[src/rtl/rom_loader_if.sv]
// rom_loader_if: byte stream in and word write port out of the ROM loader.
interface rom_loader_if;
  logic [7:0] rx_data;
  logic rx_valid;
  logic rx_ready;
  logic wr_valid;
  logic wr_ready;
  logic [31:0] wr_addr;
  logic [31:0] wr_data;
  modport master (
    input rx_data, rx_valid, wr_ready,
    output rx_ready, wr_valid, wr_addr, wr_data
  );
  modport slave (
    output rx_data, rx_valid, wr_ready,
    input rx_ready, wr_valid, wr_addr, wr_data
  );
endinterface

[src/rtl/rom_loader.sv]
// rom_loader: parses a LE word-count header from a byte stream and writes LE words to the ROM from BASE_ADDR.
module rom_loader #(
  parameter logic [31:0] BASE_ADDR = 32'h0000_0000,
  parameter int unsigned MAX_WORDS = 1024
) (
  input logic clk,
  input logic rst_n,
  input logic start,
  rom_loader_if.master bus,
  output logic busy,
  output logic done,
  output logic err
);
  typedef enum logic [2:0] {HDR, DATA, WRITE, DONE, ERR} state_t;
  state_t state;
  logic [1:0] byte_cnt;
  logic [31:0] idx;
  logic [31:0] n;
  logic [23:0] asm_q;
  logic rx_fire;
  logic last;
  logic [31:0] word;
  // bytes shift in from the top, so after three bytes asm_q holds {b2,b1,b0}
  assign word = {bus.rx_data, asm_q};
  assign last = byte_cnt == 2'd3;
  assign bus.rx_ready = rst_n & ~start & (state == HDR | state == DATA);
  assign rx_fire = bus.rx_valid & bus.rx_ready;
  always_ff @(posedge clk or negedge rst_n)
    if (!rst_n) begin
      state <= HDR;
      byte_cnt <= '0;
      idx <= '0;
      n <= '0;
      asm_q <= '0;
      bus.wr_valid <= 1'b0;
      bus.wr_addr <= BASE_ADDR;
      bus.wr_data <= '0;
      busy <= 1'b0;
      done <= 1'b0;
      err <= 1'b0;
    end else if (start) begin
      state <= HDR;
      byte_cnt <= '0;
      idx <= '0;
      n <= '0;
      asm_q <= '0;
      bus.wr_valid <= 1'b0;
      bus.wr_addr <= BASE_ADDR;
      bus.wr_data <= '0;
      busy <= 1'b0;
      done <= 1'b0;
      err <= 1'b0;
    end else begin
      case (state)
        HDR, DATA: if (rx_fire) begin
          byte_cnt <= byte_cnt + 2'd1;
          asm_q <= word[31:8];
          busy <= 1'b1;
          if (last && state == HDR) begin
            n <= word;
            state <= word == 32'd0 ? DONE : word > MAX_WORDS ? ERR : DATA;
            busy <= word != 32'd0 && word <= MAX_WORDS;
            done <= word == 32'd0;
            err <= word > MAX_WORDS;
          end else if (last) begin
            state <= WRITE;
            bus.wr_valid <= 1'b1;
            bus.wr_data <= word;
            bus.wr_addr <= BASE_ADDR + (idx << 2);
          end
        end
        WRITE: if (bus.wr_ready) begin
          bus.wr_valid <= 1'b0;
          idx <= idx + 32'd1;
          state <= idx + 32'd1 == n ? DONE : DATA;
          busy <= idx + 32'd1 != n;
          done <= idx + 32'd1 == n;
        end
        default: ;
      endcase
    end
endmodule

[src/flat_wrapper.sv]
// flat-port wrapper written by rule: the top's interface ports become plain ports
module rom_loader_flat 
#(
  parameter logic [31:0] BASE_ADDR = 32'h0000_0000,
  parameter int unsigned MAX_WORDS = 1024
)
  (clk, rst_n, start, busy, done, err, bus_rx_data, bus_rx_valid, bus_wr_ready, bus_rx_ready, bus_wr_valid, bus_wr_addr, bus_wr_data);
  rom_loader_if bus_i ();
  input logic clk;
  input logic rst_n;
  input logic start;
  output logic busy;
  output logic done;
  output logic err;
  input wire logic [$bits(bus_i.rx_data)-1:0] bus_rx_data;
  input wire logic [$bits(bus_i.rx_valid)-1:0] bus_rx_valid;
  input wire logic [$bits(bus_i.wr_ready)-1:0] bus_wr_ready;
  output wire logic [$bits(bus_i.rx_ready)-1:0] bus_rx_ready;
  output wire logic [$bits(bus_i.wr_valid)-1:0] bus_wr_valid;
  output wire logic [$bits(bus_i.wr_addr)-1:0] bus_wr_addr;
  output wire logic [$bits(bus_i.wr_data)-1:0] bus_wr_data;
  assign bus_i.rx_data = bus_rx_data;
  assign bus_i.rx_valid = bus_rx_valid;
  assign bus_i.wr_ready = bus_wr_ready;
  assign bus_rx_ready = bus_i.rx_ready;
  assign bus_wr_valid = bus_i.wr_valid;
  assign bus_wr_addr = bus_i.wr_addr;
  assign bus_wr_data = bus_i.wr_data;
  rom_loader #(.BASE_ADDR(BASE_ADDR), .MAX_WORDS(MAX_WORDS)) u_core (.clk(clk), .rst_n(rst_n), .start(start), .bus(bus_i), .busy(busy), .done(done), .err(err));
endmodule
[config.mk]
export PLATFORM = sky130hd
export DESIGN_NAME = rom_loader_flat
export DESIGN_NICKNAME = d
export VERILOG_FILES = /design/src/rtl/rom_loader_if.sv /design/src/rtl/rom_loader.sv /design/src/flat_wrapper.sv
export SDC_FILE = /design/constraint.sdc
export NUM_CORES = 1
export LEC_CHECK = 0
export CAP_MARGIN = 40
export CELL_PAD_IN_SITES_DETAIL_PLACEMENT = 0
export CELL_PAD_IN_SITES_GLOBAL_PLACEMENT = 1
export CORE_MARGIN = 5
export CORE_UTILIZATION = 48
export CTS_BUF_LIST = sky130_fd_sc_hd__clkbuf_4
export DETAILED_ROUTE_END_ITERATION = 10
export PLACE_DENSITY = 0.93
export SETUP_SLACK_MARGIN = 0.3
export SYNTH_ARGS = -nofsm -noshare
export SYNTH_HDL_FRONTEND = slang
export SYNTH_SLANG_ARGS = --single-unit
[constraint.sdc]
create_clock -name clk -period 5.51 [get_ports clk]
set_input_delay 1.102 -clock clk [delete_from_list [all_inputs] [get_ports clk]]
set_output_delay 1.102 -clock clk [all_outputs]
set_load 0.02 [all_outputs]
==> flow_metrics.py <==
metrics = {
    "sta": {
        "finalSetupViolCount": 0,
        "maxSlewHeadroom_pct": 48.5,
        "slew_viol_final": 0,
        "tns_ps": 0,
        "hold_viol": 0,
        "hold-worst-slack_ps": 449,
        "fmax_mhz": 262,
        "rsz0062_at_grt": "false",
        "period_share_pct": 69.3,
        "layout_min_cycle_time_ps": 3820,
        "fin_skew_ps": 22.3,
        "worst_pin_slew_ps": 765,
    },
    "setup_path": {
        "cp_slowest_cell": "clkdlybuf4s50_1",
        "reg2reg_slack_ps": 2210,
        "crit_family": "buffers and inverters",
        "crit_required_ps": 4410,
        "crit_arrival_ps": 2720,
        "end_kind": "output pin",
        "worstPathCellList": "buf_4, nor4b_1, clkdlybuf4s50_1",
        "critical_path_class": "in -> out",
        "path_buf_inv": 2,
        "critPathLaunchType": "input pin",
        "slowest_delay_ps": 750,
        "crit_fanout": 66,
    },
    "cells_and_area": {
        "fin_area_um2": 9200,
        "fillCellCount": 1530,
        "fin_cells": 1166,
        "syn_to_final_growth_pct": 16.5,
        "fin_nets": 947,
        "drive_gt1_share_pct": 5.71,
    },
    "logic_synthesis": {
        "muxShareOfSynthArea_pct": 4.18,
        "synth.area.top_cells": "dfrtp_1 50%, nand2_1 10%, a21oi_1 6.7%",
        "yosysSeqAreaShare_pct": 50.4,
        "synth.distinct_cells": 54,
        "syn_inst": 890,
        "syn-cell-area_um2": 7900,
        "synth_seq_cells": 159,
        "synth_enable_flop_cells": 0,
        "synth_top_family_by_area": "simple AND/OR/NAND/NOR gates",
        "synth_ff_type": "dfrtp_1",
        "synthTopCellsByCount": "212 x nand2_1, 159 x dfrtp_1, 105 x a21oi_1",
        "synth_top_cell_area_share_pct": 50.4,
        "yosysTopAreaCell": "dfrtp_1",
        "synth_xor_area_share_pct": 7.21,
        "synth_most_common_cell": "nand2_1",
        "avgSynthCellArea_um2": 8.88,
        "post_synth_and_or_nand_nor_area_fraction_pct": 23.9,
        "synthAdderAreaFrac_pct": 0.317,
        "synth_compound_area_share_pct": 10.2,
        "async_flop_share_pct": 100,
        "ys_warn_count": 0,
    },
    "clock_tree": {
        "post-cts-setup-buffers": 0,
        "cts.clk_slew.worst_paths_ps": 130,
        "cts.sinks": 159,
        "cts.htree.levels": 4,
        "cts_buffers": 17,
        "worstSkewPairLatency_ps": 560,
        "tritoncts": "built",
        "ctsResizeCount": 0,
        "root_buffer": "clkbuf_4",
        "cts_buffer_depth": 2,
        "cts_hold_buffers": 0,
    },
    "global_route": {
        "grt_pass1_vias": 6322,
        "grt_pass1_wl_um": 33300,
        "grt_max_degree": 70,
        "antenna_found_initial": 1,
        "grt_overflow": 0,
        "track_usage_pct": 21.2,
    },
    "job": {
        "drv_cap": 0,
    },
    "die": {
        "fp.dieArea_um2": 19100,
        "coreArea_um2": 16300,
        "num_rows": 47,
        "start_util_pct": 48.3,
        "die_w_um": 138,
        "die_h_um": 138,
        "num_io_pins": 82,
    },
    "route": {
        "first_iter_violations": 581,
        "wire_per_inst_um": 17.0,
        "finalWirelength_um": 19800,
        "drc_errors": 0,
        "vias_per_cell": 5.56,
        "dr.pass1.iters": 7,
        "antenna_left": 0,
        "vias": 6478,
    },
    "status": {
        "status": "completed",
    },
    "placed_design": {
        "placed_area_um2": 8880,
        "place_congestion": 0.886,
        "port_buffers": 79,
        "dp_hpwl_um": 13800,
        "placedCellCount": 1133,
    },
    "power_and_ir_drop": {
        "ir_drop_mv": 0.136,
        "leakage_nw": 3.97,
        "p_per_area_nw_per_um2": 231,
    },
    "worst_hold_path": {
        "hold_path_class": "in -> async",
    },
}
-- cell type report --
type / count / area [µm²] / area share, %
Antenna cell: 1 / 2.50 / 0.0272
Clock buffer: 17 / 128 / 1.39
Clock inverter: 15 / 191 / 2.08
Inverter: 5 / 18.8 / 0.204
Multi-Input combinational cell: 660 / 3640 / 39.5
Sequential cell: 159 / 3980 / 43.2
Tap cell: 220 / 275 / 2.99
Timing Repair Buffer: 89 / 970 / 10.5
-- final timing paths --
| path | startpoint | to | cells after the start |
|---|---|---|---|
| max | start | bus_rx_ready | 3 |
| min | rst_n | u_core.idx[1] | 1 |
| max reg2reg | u_core.idx[4] | u_core.state[1] | 7 |
| min reg2reg | u_core.byte_cnt[0] | u_core.byte_cnt[0] | 1 |
| max in group asynchronous | rst_n | u_core.bus.wr_addr[22] | 4 |
| min in group clk | u_core.byte_cnt[0] | u_core.byte_cnt[0] | 1 |
-- stage by stage --
stage / setup WS [ps] / util [%] / power, W
finish: 1690 / 56.3 / 0.00212
global route: 1490 / 56.3 / 0.00221
detailed placement: 1730 / 54.3 / 0.00136
global placement: 1750 / 53.5 / 0.00136
floorplan: 2020 / - / 0.00129
CTS: 1710 / 56.3 / 0.00215
-- flip-flops by register name (all words and copies together), names as in the netlist --
register / flops
u_core.n: 32
u_core.bus.wr_data: 32
u_core.bus.wr_valid: 1
u_core.idx: 32
u_core.busy: 1
u_core.done: 1
u_core.bus.wr_addr: 30
u_core.err: 1
u_core.byte_cnt: 2
u_core.asm_q: 24
u_core.state: 3
-- power by group --
part	internal (W)	switching, W	leakage, nW
combinational	0.0000442	0.000105	1.58
sequential	0.00118	0.0000146	2.22
clock	0.000359	0.000421	0.171
total	0.00158	0.000541	3.97
-- per-layer routing --
layer / GRT usage, % / routed length [µm] / vias to the layer above
met2: 32.2 / 9000 / 210
met3: 4.35 / 1130 / 31
met5: 0 / 0 / -
met1: 30.2 / 9240 / 3124
met4: 7.80 / 459 / 0
li1: - / - / 3113
-- cell usage in the layout, fill, tap and decap left out, types with 6 or more instances in the layout --
cell and instances:
nor4_1 16, nand3b_1 6, nand2_1 211, clkdlybuf4s50_1 77, nand3_1 19, a21oi_1 105
xnor2_1 36, nand4_1 18, xor2_1 29, clkbuf_4 17, and3_1 7, mux2i_1 33
or3_1 9, nor3_1 17, o21ai_0 14, dfrtp_1 159, nor2_1 76
-- kinds of logic after synthesis --
kind of cell,count (synthesis)
xor+xnor,65
mux,33
compound gates,145
flops,159
fa+ha+maj,2
buf+inv,72
other cells,1
simple gates,413
Power figures use the tool's default switching activity.
